**config.mk**
```make
export PLATFORM = sky130hd
export DESIGN_NAME = if_id_skid_stage
export DESIGN_NICKNAME = d
export VERILOG_FILES = /design/src/rtl/if_id_pkg.sv /design/src/rtl/if_id_skid_stage_skid_buf2.sv /design/src/rtl/if_id_skid_stage.sv
export SDC_FILE = /design/constraint.sdc
export NUM_CORES = 1
export LEC_CHECK = 0
export CAP_MARGIN = 20
export CORE_ASPECT_RATIO = 1.2
export CORE_MARGIN = 8
export CORE_UTILIZATION = 47
export DETAILED_ROUTE_END_ITERATION = 8
export PLACE_DENSITY = 0.86
export SYNTH_ARGS = -nofsm -noshare
export SYNTH_HDL_FRONTEND = slang
export SYNTH_SLANG_ARGS = --single-unit
```
**constraint.sdc**
```tcl
create_clock -name clk -period 2.5 [get_ports clk]
set_input_delay 0.375 -clock clk [delete_from_list [all_inputs] [get_ports clk]]
set_output_delay 0.375 -clock clk [all_outputs]
set_load 0.02 [all_outputs]
```
**src/rtl/if_id_pkg.sv**
```systemverilog
// Shared constants for the fetch->decode skid stage: NOP encoding, field positions, buffer states.
package if_id_pkg;
  localparam logic [15:0] IF_ID_NOP = 16'hF000;

  localparam int OPC_LSB  = 12;
  localparam int RD_LSB   = 8;
  localparam int BRC_LSB  = 8;
  localparam int RS_LSB   = 4;
  localparam int RT_LSB   = 0;
  localparam int IMM8_LSB = 0;
  localparam int TGT_LSB  = 0;

  typedef enum logic [1:0] {EMPTY, FULL1, FULL2} skid_state_e;
endpackage

```
**src/rtl/if_id_skid_stage_skid_buf2.sv**
```systemverilog
// skid_buf2: data-agnostic 2-entry skid buffer (main + skid register) with registered ready and flush.
module skid_buf2
  import if_id_pkg::*;
#(
  parameter int W = 32
) (
  input  logic         clk,
  input  logic         rst_n,
  input  logic         flush,
  input  logic         in_valid,
  output logic         in_ready,
  input  logic [W-1:0] in_data,
  output logic         out_valid,
  input  logic         out_ready,
  output logic [W-1:0] out_data
);
  skid_state_e state;
  logic         rdy_q;
  logic [W-1:0] m_q, s_q;
  logic         in_xfer, out_xfer;

  // Flush forces ready so fetch sees its redirect-cycle beat consumed; out_ready never reaches in_ready.
  assign in_ready  = rdy_q | flush;
  assign out_valid = (state != EMPTY);
  assign out_data  = m_q;
  assign in_xfer   = in_valid & rdy_q;
  assign out_xfer  = out_valid & out_ready;

  always_ff @(posedge clk) begin
    if (!rst_n) begin
      state <= EMPTY;
      rdy_q <= 1'b1;
      m_q   <= '0;
      s_q   <= '0;
    end else if (flush) begin
      state <= EMPTY;
      rdy_q <= 1'b1;
    end else begin
      unique case (state)
        EMPTY: if (in_xfer) begin
          m_q   <= in_data;
          state <= FULL1;
        end
        FULL1: begin
          if (in_xfer && out_xfer) m_q <= in_data;
          else if (in_xfer) begin
            s_q   <= in_data;
            rdy_q <= 1'b0;
            state <= FULL2;
          end else if (out_xfer) state <= EMPTY;
        end
        FULL2: if (out_xfer) begin
          m_q   <= s_q;
          rdy_q <= 1'b1;
          state <= FULL1;
        end
        default: begin
          state <= EMPTY;
          rdy_q <= 1'b1;
        end
      endcase
    end
  end
endmodule

```
**src/rtl/if_id_skid_stage.sv**
```systemverilog
// Fetch->decode stage: skid buffer plus NOP substitution, field decode and optional perf counters
// (counters enabled by defining IF_ID_PERF_CNT_EN).
module if_id_skid_stage
  import if_id_pkg::*;
#(
  parameter int          AW    = 16,
  parameter int          IW    = 16,
  parameter logic [15:0] NOP   = IF_ID_NOP,
  parameter int          CNT_W = 16
) (
  input  logic             clk,
  input  logic             rst_n,
  input  logic             flush,
  input  logic             in_valid,
  output logic             in_ready,
  input  logic [IW-1:0]    in_instr,
  input  logic [AW-1:0]    in_pc,
  output logic             out_valid,
  input  logic             out_ready,
  output logic [IW-1:0]    out_instr,
  output logic [AW-1:0]    out_pc,
  output logic [3:0]       out_opcode,
  output logic [3:0]       out_rd,
  output logic [2:0]       out_br_cond,
  output logic [3:0]       out_rs,
  output logic [3:0]       out_rt,
  output logic [7:0]       out_imm8,
  output logic [11:0]      out_target,
  output logic [CNT_W-1:0] stall_cnt,
  output logic [CNT_W-1:0] flush_cnt
);
  localparam logic [IW-1:0] NOP_W = IW'(NOP);

  logic [AW+IW-1:0] beat;

  skid_buf2 #(.W(AW+IW)) u_buf (
    .clk       (clk),
    .rst_n     (rst_n),
    .flush     (flush),
    .in_valid  (in_valid),
    .in_ready  (in_ready),
    .in_data   ({in_pc, in_instr}),
    .out_valid (out_valid),
    .out_ready (out_ready),
    .out_data  (beat)
  );

  assign out_instr   = out_valid ? beat[IW-1:0] : NOP_W;
  assign out_pc      = out_valid ? beat[AW+IW-1:IW] : '0;
  assign out_opcode  = out_instr[OPC_LSB  +: 4];
  assign out_rd      = out_instr[RD_LSB   +: 4];
  assign out_br_cond = out_instr[BRC_LSB  +: 3];
  assign out_rs      = out_instr[RS_LSB   +: 4];
  assign out_rt      = out_instr[RT_LSB   +: 4];
  assign out_imm8    = out_instr[IMM8_LSB +: 8];
  assign out_target  = out_instr[TGT_LSB  +: 12];

`ifdef IF_ID_PERF_CNT_EN
  logic [CNT_W-1:0] stall_q, flush_q;

  // A flush counts when it kills a held beat or the concurrent incoming one.
  always_ff @(posedge clk) begin
    if (!rst_n) begin
      stall_q <= '0;
      flush_q <= '0;
    end else begin
      if (out_valid && !out_ready && !(&stall_q)) stall_q <= stall_q + CNT_W'(1);
      if (flush && (out_valid || in_valid) && !(&flush_q)) flush_q <= flush_q + CNT_W'(1);
    end
  end

  assign stall_cnt = stall_q;
  assign flush_cnt = flush_q;
`else
  assign stall_cnt = '0;
  assign flush_cnt = '0;
`endif
endmodule

```
Word level (Yosys, flattened, before mapping)
Index checks and enable logic that the tools add are counted.
- logic and storage cells: 44
- output and inout port bits: 105
- bits of input ports: 37
- flip-flop bits (word level): 67
- equal/unequal tests: 8
- muxes and demuxes: 16
- bitwise operators: 7
- reduce and logical (&&, ||, !) cells: 9
- operators by type and width (kind ; number):
    two-way mux 32 bit ; 3
    one-hot mux 32 bit (3 select lines) ; 1
    two-way mux 16 bit ; 2
    AND reduction 4 bit ; 3
    two-way mux 2 bit ; 5
    != test 2 x 1 -> 1 bit, second input constant ; 4
    one-hot mux 2 bit (3 select lines) ; 1
    AND reduction 5 bit ; 1
    NOT 1 bit ; 4
    two-way mux 1 bit ; 3
    != test 3 x 1 -> 1 bit, second input constant ; 1
    one-hot mux 1 bit (3 select lines) ; 1
    nonzero test 3 bit ; 1
    bitwise AND 1 bit ; 2
    == test 2 x 1 -> 1 bit, second input constant ; 1
    == test 2 bit, second input constant ; 1
    logical NOT 2 bit ; 1
    != test 2 bit, second input constant ; 1
    nonzero test 2 bit ; 1
    OR reduction 2 bit ; 1
    logical AND 1 bit ; 1
    bitwise OR 1 bit ; 1

Logic depth before layout (Yosys ltp)
Gate-level depths: netlist of run 1.
- word-level depth: 6
- gate-level depth with buffers: 5
- depth with buffers taken out: 4

Cells and area by module
Synthesis of run 1 repeated with hierarchy kept, for this count alone.
- cells, all modules: 412
- area total of the unflattened synthesis: 3707.3 um^2
- by module, submodules not included (module ; seq. area each (um^2) ; instances ; area an instance (um^2) ; cells an instance):
    skid_buf2 ; 1341.3 ; 1 ; 2954.1 ; 305
    if_id_skid_stage ; 0.0 ; 1 ; 753.2 ; 107

Least setup slack after synthesis of run 1
Ideal clock, no wire load.
- path kind: register -> output
- from: register u_buf.state[1]
- to: output out_instr[10]
- arrival: 1.431 ns
- path buffers: 2
- slack: 0.694 ns
- data required time: 2.125 ns
- cell stages (with the launch flop): 5
- cells stage by stage: dfxtp_1 > nor2_1 > clkbuf_1 > nor2b_1 > buf_4
- cells in the longest elaborated chain, start to end: 2
- RTL lines (element ; line ; text):
    start, declared ; if_id_skid_stage_skid_buf2.sv:17 ; skid_state_e state;
    start signal, assigned ; if_id_skid_stage_skid_buf2.sv:31 ; state <= EMPTY;
    start signal, assigned ; if_id_skid_stage_skid_buf2.sv:36 ; state <= EMPTY;
    start signal, assigned ; if_id_skid_stage_skid_buf2.sv:42 ; state <= FULL1;
    nonzero test 2 bit ; if_id_skid_stage_skid_buf2.sv:24 ; assign out_valid = (state != EMPTY);
    two-way mux 16 bit ; if_id_skid_stage.sv:48 ; assign out_instr = out_valid ? beat[IW-1:0] : NOP_W;
    end, declared ; if_id_skid_stage.sv:20 ; output logic [IW-1:0] out_instr,
Every way passes these cells.

Worst setup path in the final report of run 1
- from: register u_buf.state[0]
- to: output out_pc[9]
- cells in the longest elaborated chain, start to end: 2
- RTL lines (element ; line ; text):
    nonzero test 2 bit ; if_id_skid_stage_skid_buf2.sv:24 ;
    two-way mux 16 bit ; if_id_skid_stage.sv:49 ; assign out_pc = out_valid ? beat[AW+IW-1:IW] : '0;
    end, declared ; if_id_skid_stage.sv:21 ; output logic [AW-1:0] out_pc,
Every way passes these cells.

==> results of run 1 <==
[per-layer routing]
metal	GRT usage [%]	wire [um]
met1	16.81	3183
met2	27.13	4473
met3	4.845	791
met4	4.830	75
met5	0	0
[cells by family (layout without fill, tap and decap cells)]
family                    Yosys count  after routing  share of synthesized area [%]
DFF                                67             67                          37.18
and+or+nand+nor                   140            141                          18.11
other                               1             32                         0.1040
xor gates and xnor gates            1              1                         0.2428
buffers and inverters             101            138                          19.04
AOI/OAI and AO/OA                  69             69                          16.44
muxes                              32             32                          8.880
[state kept, by name (all words and copies together), names as in the netlist]
| name | cells |
|---|---|
| u_buf.out_data | 32 |
| u_buf.rdy_q | 1 |
| u_buf.s_q | 32 |
| u_buf.state | 2 |
[worst max path at each step]
| stage | endpoint | slack (ns) | cells after the start |
|---|---|---|---|
| 3_3_place_gp | out_pc[9] | 0.07 | 4 |
| 4_1_cts | out_pc[9] | 0.02 | 4 |
| 6_report | out_pc[9] | 0.13 | 4 |
| 3_5_place_dp | out_pc[9] | 0.04 | 4 |
| 2_1_floorplan | out_instr[10] | 0.69 | 4 |
| 5_1_grt | out_pc[9] | 0.002 | 4 |
[worst min-delay path, delay by kind of cell, from the launching register on]
kind,cells,cell delay [ns]
AO/OA/AOI/OAI,1,0.05
AND/OR/NAND/NOR,1,0.05
flip-flops,1,0.31
[Yosys cell counts, drive strengths merged, types with 2 or more instances]
cell    number
a21oi       33
clkbuf      14
dfxtp       67
or2          5
mux2i       32
nand2       65
nor3b        2
inv          4
buf         83
nor2b       29
a211oi      32
nor2        33
[what timing repair did]
item	CTS	global route
pin swaps	0	1
resized for setup	1	1
setup endpoints to repair	72	56
gates cloned	0	1
[power by group]
part / leakage (nW) / internal [W] / total (W) / switching, W
combinational: 1.19 / 0.000177 / 0.000400 / 0.000223
sequential: 0.546 / 0.00111 / 0.00113 / 0.0000220
clock: 0.0860 / 0.000377 / 0.000755 / 0.000378
[area by class of cell]
cell class | instances | share of cell area, %
clock inverters | 3 | 0.3276
well taps | 92 | 2.512
inverters | 4 | 0.3276
multi-input cells | 275 | 37.59
flip-flops and latches | 67 | 29.27
clock buffers | 12 | 3.167
repair buffers | 119 | 26.81
[through the flow]
step / hold WS (ns) / total power (W) / worst slack [ns]
6_report: 0.4549 / 0.002287 / 0.1272
4_1_cts: 0.4561 / 0.002302 / 0.01716
3_5_place_dp: 0.4470 / 0.001552 / 0.03834
5_1_grt: 0.4678 / 0.002388 / 0.001652
3_3_place_gp: 0.4408 / 0.001540 / 0.07332
2_1_floorplan: 0.4357 / 0.001449 / 0.6943
==> results.json, run 1 <==
{
  "outcome": "finished, final reports clean",
  "cts_tree": "done",
  "p_leak_nw": 1.818,
  "ios": 142,
  "required_ns": 2.12,
  "io_buffers": 109,
  "netlist_area_um2": 3607,
  "grt_use_total_pct": 15.42,
  "cts.htree.levels": 3,
  "ys_top_cells_by_area": "dfxtp_1 37%, buf_4 15%, a211oi_2 9.7%, mux2i_1 8.9%, nand2_1 6.8%",
  "rows": 35,
  "worstSetupPathType": "reg -> out",
  "utilization_pct": 60.50,
  "tightest_slew_ns": 0.5657,
  "gp_congestion": 0.7178,
  "holdPathStages": 2,
  "die_h_um": 112.0,
  "syn_inst": 411,
  "crit_path_cell_trace": "nor2_4 > buf_4 > nor2b_1 > clkdlybuf4s50_1",
  "grt_pass1_wl_mm": 13.35,
  "fp.dieW_um": 95.98,
  "area_delta_synth_final_pct": 27.06,
  "hpwl_mm": 6.084,
  "crit_start": "u_buf.state[0]",
  "yosys_warnings": 0,
  "fin_tns_setup_ns": 0,
  "fillCellCount": 645,
  "ctsHoldBuffers": 0,
  "power_density_nw_per_um2": 499.0,
  "slew_headroom_pct": 62.29,
  "fmax_mhz": 421.4,
  "place_area_um2": 4407,
  "drtIter0Drc": 97,
  "yosys.area.top_type": "dfxtp_1",
  "viasPerCell": 4.946,
  "wl_mm": 8.523,
  "cts_made_buffers": 9,
  "clk_pin_slew_ns": 0.06,
  "drt-wirelength-per-cell_um": 14.90,
  "post-route-drc-count": 0,
  "timing.rr.end": "u_buf.out_data[12]",
  "final_max_slew_viol_count": 0,
  "ir_worst_vdd_mv": 0.3475,
  "hp-class": "reg -> reg",
  "reg2reg_slack_ns": 0.60,
  "min_period_ns": 2.373,
  "yosysSeqAreaShare_pct": 37.18,
  "placed_cells": 556,
  "ys_async_sr_fraction_pct": 0,
  "diodes": 0,
  "die_area_um2": 10750,
  "holdCritStartpoint": "u_buf.s_q[23]",
  "drive_gt1_share_pct": 13.13,
  "synth_top_cell_area_share_pct": 37.18,
  "slowest_delay_ns": 0.63,
  "finalInstanceArea_um2": 4583,
  "regArea_um2": 1341,
  "startpoint_type": "flop",
  "cap_violations": 0,
  "final-setup-viol-count": 0,
  "final_cell_mix": "109 x clkdlybuf4s50_1, 67 x dfxtp_1, 65 x nand2_1",
  "multi_input_area_um2": 1723,
  "fin_crit_sh_pct": 94.91,
  "avgSynthCellArea_um2": 8.777,
  "via_count": 2829,
  "critical_path_peak_fanout": 13,
  "min_to": "u_buf.s_q[23]",
  "ys_ff_latch": 67,
  "root_buffer": "clkbuf_8",
  "dr.pass1.iters": 4,
  "drtAntennaViolNets": 0,
  "endpoint_kind": "primary output",
  "ys_types": 28,
  "layoutNonFillerInstCount": 572,
  "cts_setup_buffers": 0,
  "crit_family": "buffers and inverters",
  "antenna_found_initial": 0,
  "numClockSinks": 67,
  "hold_violations": 0,
  "layout_commonest_cell": "clkdlybuf4s50_1",
  "grt.overflow.total": 0,
  "synth_edf_count": 0,
  "arrival_ns": 2.00,
  "synthFlopType": "dfxtp_1",
  "clockBufferDepth": 2,
  "grt_max_degree": 36,
  "crit_slowest_cell": "clkdlybuf4s50_1",
  "rsz0062_at_grt": "false",
  "finClkSkew_ns": 0.01086,
  "nets": 513,
  "coreArea_um2": 7576,
  "timing.rr.start": "u_buf.state[1]",
  "initial_core_util_pct": 47.61,
  "rr_worst_depth": 6,
  "grt_pass1_vias": 2764,
  "path_buf_inv": 2,
  "clk_latency_ns": 0.33
}
No activity file was read; power rests on OpenSTA's default activity.
==> run 2: changes to the inputs <==
--- a/config.mk
+++ b/config.mk
@@ -10,6 +10,7 @@
 export CORE_MARGIN = 8
 export CORE_UTILIZATION = 47
 export DETAILED_ROUTE_END_ITERATION = 8
+export MAX_ROUTING_LAYER = met4
 export PLACE_DENSITY = 0.86
 export SYNTH_ARGS = -nofsm -noshare
 export SYNTH_HDL_FRONTEND = slang
==> run 2 against run 1 <==
Compared with the run above:
- critical path type unchanged
- power barely moved
- largest cell class unchanged
- hold slack about the same
- sequential power barely moved
- clock power barely moved
- count of clock-buffer cells in the layout is the same
- wire length up 0.38%
- flip-flop and latch count unchanged
- fmax fell by 0.11%
- final cell count did not move
- first-iteration DRC count increased by 30%
==> results.json, run 2 (synthesized netlist as in run 1, its figures left out) <==
{
  "grt_use_total_pct": 15.88,
  "power_frac_clock_pct": 33.0,
  "antenna_found_initial": 0,
  "clk_pin_slew_ns": 0.07,
  "cap_violations": 0,
  "required_ns": 2.12,
  "fmax_mhz": 421.0,
  "coreArea_um2": 7576,
  "diodes": 0,
  "cts_made_buffers": 9,
  "power_density_nw_per_um2": 499.0,
  "drtIter0Drc": 126,
  "post-route-drc-count": 0,
  "arrival_ns": 2.00,
  "final_max_slew_viol_count": 0,
  "wl_mm": 8.555,
  "seqPwrFrac_pct": 49.5,
  "intPower_w": 0.001664,
  "finClkSkew_ns": 0.01118,
  "cts_tree": "done",
  "path_buf_inv": 2,
  "area_delta_synth_final_pct": 27.06,
  "ir_worst_vdd_mv": 0.3488,
  "io_buffers": 109,
  "slew_headroom_pct": 61.46,
  "die_area_um2": 10750,
  "p_leak_nw": 1.818,
  "placed_cells": 556,
  "rows": 35,
  "gp_congestion": 0.7261,
  "drive_gt1_share_pct": 13.13,
  "via_count": 2828,
  "numClockSinks": 67,
  "hold_violations": 0,
  "cts_setup_buffers": 0,
  "rsz0062_at_grt": "false",
  "initial_core_util_pct": 47.61,
  "layoutNonFillerInstCount": 572,
  "clk_latency_ns": 0.33,
  "grt_pass1_wl_mm": 13.36,
  "crit_family": "buffers and inverters",
  "utilization_pct": 60.50,
  "slowest_delay_ns": 0.63,
  "crit_path_cell_trace": "nor2_4 > buf_4 > nor2b_1 > clkdlybuf4s50_1",
  "final_cell_mix": "109 x clkdlybuf4s50_1, 67 x dfxtp_1, 65 x nand2_1",
  "endpoint_kind": "primary output",
  "met1Wirelength_mm": 3.358,
  "wl_met2_mm": 4.432,
  "power_frac_comb_pct": 17.5,
  "fillCellCount": 645,
  "wl_met3_um": 683,
  "final-setup-viol-count": 0,
  "clockBufferDepth": 2,
  "hp-class": "reg -> reg",
  "min_period_ns": 2.375,
  "drt-wirelength-per-cell_um": 14.96,
  "viasPerCell": 4.944,
  "fin_tns_setup_ns": 0,
  "hpwl_mm": 6.084,
  "grt_max_degree": 36,
  "place_area_um2": 4407,
  "cts.htree.levels": 3,
  "fin_crit_sh_pct": 95.02,
  "root_buffer": "clkbuf_8",
  "grt_pass1_vias": 2762,
  "critical_path_peak_fanout": 13,
  "startpoint_type": "flop",
  "drtAntennaViolNets": 0,
  "grt.overflow.total": 0,
  "nets": 513,
  "outcome": "finished, final reports clean",
  "ios": 142,
  "routed.top_layer": "met4",
  "ctsHoldBuffers": 0,
  "crit_slowest_cell": "clkdlybuf4s50_1",
  "fp.dieW_um": 95.98,
  "swShare_pct": 27.24,
  "worstSetupPathType": "reg -> out",
  "dr.pass1.iters": 4,
  "layout_commonest_cell": "clkdlybuf4s50_1",
  "finalInstanceArea_um2": 4583,
  "die_h_um": 112.0,
  "tightest_slew_ns": 0.5781,
  "power_switching_w": 0.0006230
}
-- run 2: per-layer routing --
layer / GRT usage (%) / vias to the layer above
li1: - / 1393
met1: 17.05 / 1342
met2: 27.13 / 86
met3: 4.240 / 7
met4: 5.447 / 0
met5: - / -
-- run 2: final timing paths --
path,start,to,slack [ns],cells past startpoint
setup / recovery,u_buf.state[0],out_pc[9],0.12,4
hold reg to reg,u_buf.s_q[18],u_buf.s_q[18],0.45,2
hold / removal,u_buf.s_q[18],u_buf.s_q[18],0.45,2
setup reg to reg,u_buf.state[1],u_buf.out_data[12],0.60,6
-- run 2: area by class of cell --
class                   count  area [um2]  area share, %
multi-input cells         275        1723          37.59
clock buffers              12       145.1          3.167
flip-flops and latches     67        1341          29.27
clock inverters             3       15.01         0.3276
repair buffers            119        1229          26.81
inverters                   4       15.01         0.3276
well taps                  92       115.1          2.512
-- run 2: worst min-delay path: stages (launching register included) --
cell	delay (ns)
dfxtp_1	0.31
nand2_1	0.05
a21oi_1	0.05
-- run 2: power by group through the flow --
stage	combinational, W	clock (W)	sequential [W]
6_report	0.000401	0.000754	0.00113
5_1_grt	0.000430	0.000822	0.00114
4_1_cts	0.000400	0.000771	0.00113
3_5_place_dp	0.000398	0	0.00115
3_3_place_gp	0.000387	0	0.00115
2_1_floorplan	0.000302	0	0.00115
-- run 2: stage by stage --
step | worst slack (ns) | power, W | hold slack, ns
after floorplan | 0.6943 | 0.001449 | 0.4357
after global placement | 0.07332 | 0.001540 | 0.4408
after detailed placement | 0.03834 | 0.001552 | 0.4470
after CTS | 0.01716 | 0.002302 | 0.4561
after global routing | 0.0007045 | 0.002388 | 0.4678
final | 0.1245 | 0.002287 | 0.4546
-- run 2: repair_timing --
item,4_1_cts,5_1_grt
setup endpoints to repair,72,56
cloned,0,1
gates resized for setup,1,1
pin swaps,0,1
==> run 3: changes to the inputs <==
--- a/config.mk
+++ b/config.mk
@@ -8,10 +8,11 @@
 export CAP_MARGIN = 20
 export CORE_ASPECT_RATIO = 1.2
 export CORE_MARGIN = 8
-export CORE_UTILIZATION = 47
+export CORE_UTILIZATION = 48
 export DETAILED_ROUTE_END_ITERATION = 8
 export MAX_ROUTING_LAYER = met4
 export PLACE_DENSITY = 0.86
 export SYNTH_ARGS = -nofsm -noshare
 export SYNTH_HDL_FRONTEND = slang
+export SYNTH_HIERARCHICAL = 1
 export SYNTH_SLANG_ARGS = --single-unit
==> run 3 against run 2 <==
Compared with the run above:
- count of clock-buffer cells in the layout is 2 lower
- worst setup slack got worse by 0.026 ns
- sequential power hardly changed
- critical path depth decreased by 1
- first-iteration DRC count down 17%
- via count fell by 0.21%
- area after synthesis rose by 2.8%
- largest cell class unchanged
- highest routed layer unchanged
==> results.json, run 3 <==
{
  "grt_max_degree": 42,
  "coreArea_um2": 7576,
  "fmax_mhz": 416.4,
  "antenna_found_initial": 0,
  "cp_num_cells": 3,
  "dp_slack_ns": 0.2336,
  "finClkSkew_ns": 0.007549,
  "clockBufferDepth": 2,
  "reg2reg_slack_ns": 0.71,
  "grt.overflow.total": 0,
  "ios": 142,
  "synth_most_common_cell": "nand2_1",
  "endpoint": "out_pc[14]",
  "crit_family": "buffers and inverters",
  "ys_top_cells_by_area": "dfxtp_1 36%, buf_4 15%, nand2_1 9.8%, mux2i_1 8.6%, o211a_1 8.6%",
  "fin_ws_ns": 0.09836,
  "outcome": "finished, final reports clean",
  "die_h_um": 112.3,
  "hpwl_mm": 5.869,
  "gp_congestion": 0.7358,
  "fp.dieW_um": 96.23,
  "area_delta_synth_final_pct": 23.15,
  "netlist_area_um2": 3707,
  "power_density_nw_per_um2": 532.8,
  "grt_pass1_vias": 2732,
  "synthFlopType": "dfxtp_1",
  "via_count": 2822,
  "yosys_warnings": 6,
  "required_ns": 2.12,
  "clk_pin_slew_ns": 0.07,
  "synth_edf_count": 0,
  "grt_use_total_pct": 14.93,
  "startpoint_type": "flop",
  "die_area_um2": 10800,
  "fin_crit_sh_pct": 96.07,
  "cts_tree": "done",
  "final-setup-viol-count": 0,
  "fin_tns_setup_ns": 0,
  "crit_slowest_cell": "clkdlybuf4s50_1",
  "fillCellCount": 657,
  "io_buffers": 109,
  "crit_path_cell_trace": "or2_2 > and2_1 > clkdlybuf4s50_1",
  "ir_worst_vdd_mv": 0.3990,
  "finalInstanceArea_um2": 4566,
  "drive_gt1_share_pct": 6.904,
  "root_buffer": "clkbuf_8",
  "numClockSinks": 67,
  "cap_violations": 0,
  "synth_common_cells": "97 x nand2_1, 75 x buf_4, 67 x dfxtp_1, 32 x mux2i_1, 32 x o211a_1",
  "arrival_ns": 2.03,
  "min_period_ns": 2.402,
  "timing.rr.end": "u_buf/out_data[14]",
  "cts.htree.levels": 3,
  "drtIter0Drc": 105,
  "yosys.area.top_type": "dfxtp_1",
  "layout_commonest_cell": "clkdlybuf4s50_1",
  "slowest_delay_ns": 0.60,
  "p_total_w": 0.002433,
  "initial_core_util_pct": 48.93,
  "final_max_slew_viol_count": 0,
  "hp-class": "reg -> reg",
  "final_cell_mix": "108 x clkdlybuf4s50_1, 97 x nand2_1, 66 x dfxtp_1",
  "dr.pass1.iters": 4,
  "ys_async_sr_fraction_pct": 0,
  "post-route-drc-count": 0,
  "multi_input_area_um2": 1748,
  "drt-wirelength-per-cell_um": 14.46,
  "regArea_um2": 1343,
  "viasPerCell": 4.951,
  "critical_path_peak_fanout": 16,
  "drtAntennaViolNets": 0,
  "clk_latency_ns": 0.34,
  "timing.rr.start": "u_buf/state[0]",
  "p_leak_nw": 2.219,
  "hold_violations": 0,
  "cts_setup_buffers": 0,
  "rows": 35,
  "rr_worst_depth": 5,
  "nets": 510,
  "ctsHoldBuffers": 0,
  "synth_top_cell_area_share_pct": 36.18,
  "rsz0062_at_grt": "false",
  "yosysSeqAreaShare_pct": 36.18,
  "avgSynthCellArea_um2": 8.998,
  "wl_mm": 8.243,
  "cts_made_buffers": 9,
  "ys_ff_latch": 67,
  "worstSetupPathType": "reg -> out",
  "crit_start": "u_buf/state[0]",
  "diodes": 0,
  "path_buf_inv": 1,
  "grt_pass1_wl_mm": 12.82,
  "endpoint_kind": "primary output",
  "ys_types": 31,
  "place_area_um2": 4354,
  "syn_inst": 412
}
## run 3: where the power goes
part / switching (W) / internal (W) / leakage (nW)
Combinational: 0.000208 / 0.000179 / 1.57
Sequential: 0.0000243 / 0.00112 / 0.547
Clock: 0.000418 / 0.000487 / 0.0987
Total: 0.000651 / 0.00178 / 2.22
## run 3: worst min-delay path by stage
stage                   from             to  slack [ns]  depth (start not counted)
4_1_cts         u_buf/s_q[5]   u_buf/s_q[5]        0.45                          2
2_1_floorplan  u_buf/s_q[10]  u_buf/s_q[10]        0.43                          2
3_3_place_gp   u_buf/s_q[13]  u_buf/s_q[13]        0.44                          2
5_1_grt         u_buf/s_q[5]   u_buf/s_q[5]        0.48                          2
6_report        u_buf/s_q[6]   u_buf/s_q[6]        0.46                          2
3_5_place_dp    u_buf/s_q[5]   u_buf/s_q[5]        0.44                          2
## run 3: cell families (layout without fill, tap and decap cells)
logic type	Yosys count	after routing	share of synthesized area, %
mux	32	32	8.640
flops	67	67	36.18
other cells	1	32	0.1012
simple gates	143	144	18.26
compound gates	70	70	16.71
buf+inv	99	133	20.11
## run 3: stage by stage
stage	std cells	hold slack (ns)	utilization (%)
after global placement	553	0.4391	57.47
after floorplan	443	0.4344	-
final	570	0.4555	60.26
after CTS	569	0.4546	60.17
after detailed placement	553	0.4443	57.47
after global routing	570	0.4766	60.26
## run 3: area by class of cell
class	count	area share [%]
Timing Repair Buffer	117	25.38
Multi-Input combinational cell	278	38.28
Tap cell	92	2.521
Sequential cell	67	29.41
Clock inverter	6	1.398
Clock buffer	10	3.015
## run 3: worst register-to-register path: stages (launching register included)
cell	delay (ns)
dfxtp_1	0.50
nand2b_2	0.50
buf_12	0.26
mux2i_1	0.22
nand2_1	0.08
o211a_1	0.14
## run 3: per-layer routing
metal  global-route usage [%]  share of wire (%)
met5                        -                  0
met4                    5.242                1.2
met3                    3.805                9.1
met2                    25.90                 51
met1                    15.73                 39
## run 3: timing repair
item,in CTS,in global routing
resized for setup,1,1
hold endpoints to repair,0,0
gates cloned,0,1
pin swaps,0,1
setup endpoints to repair,65,51
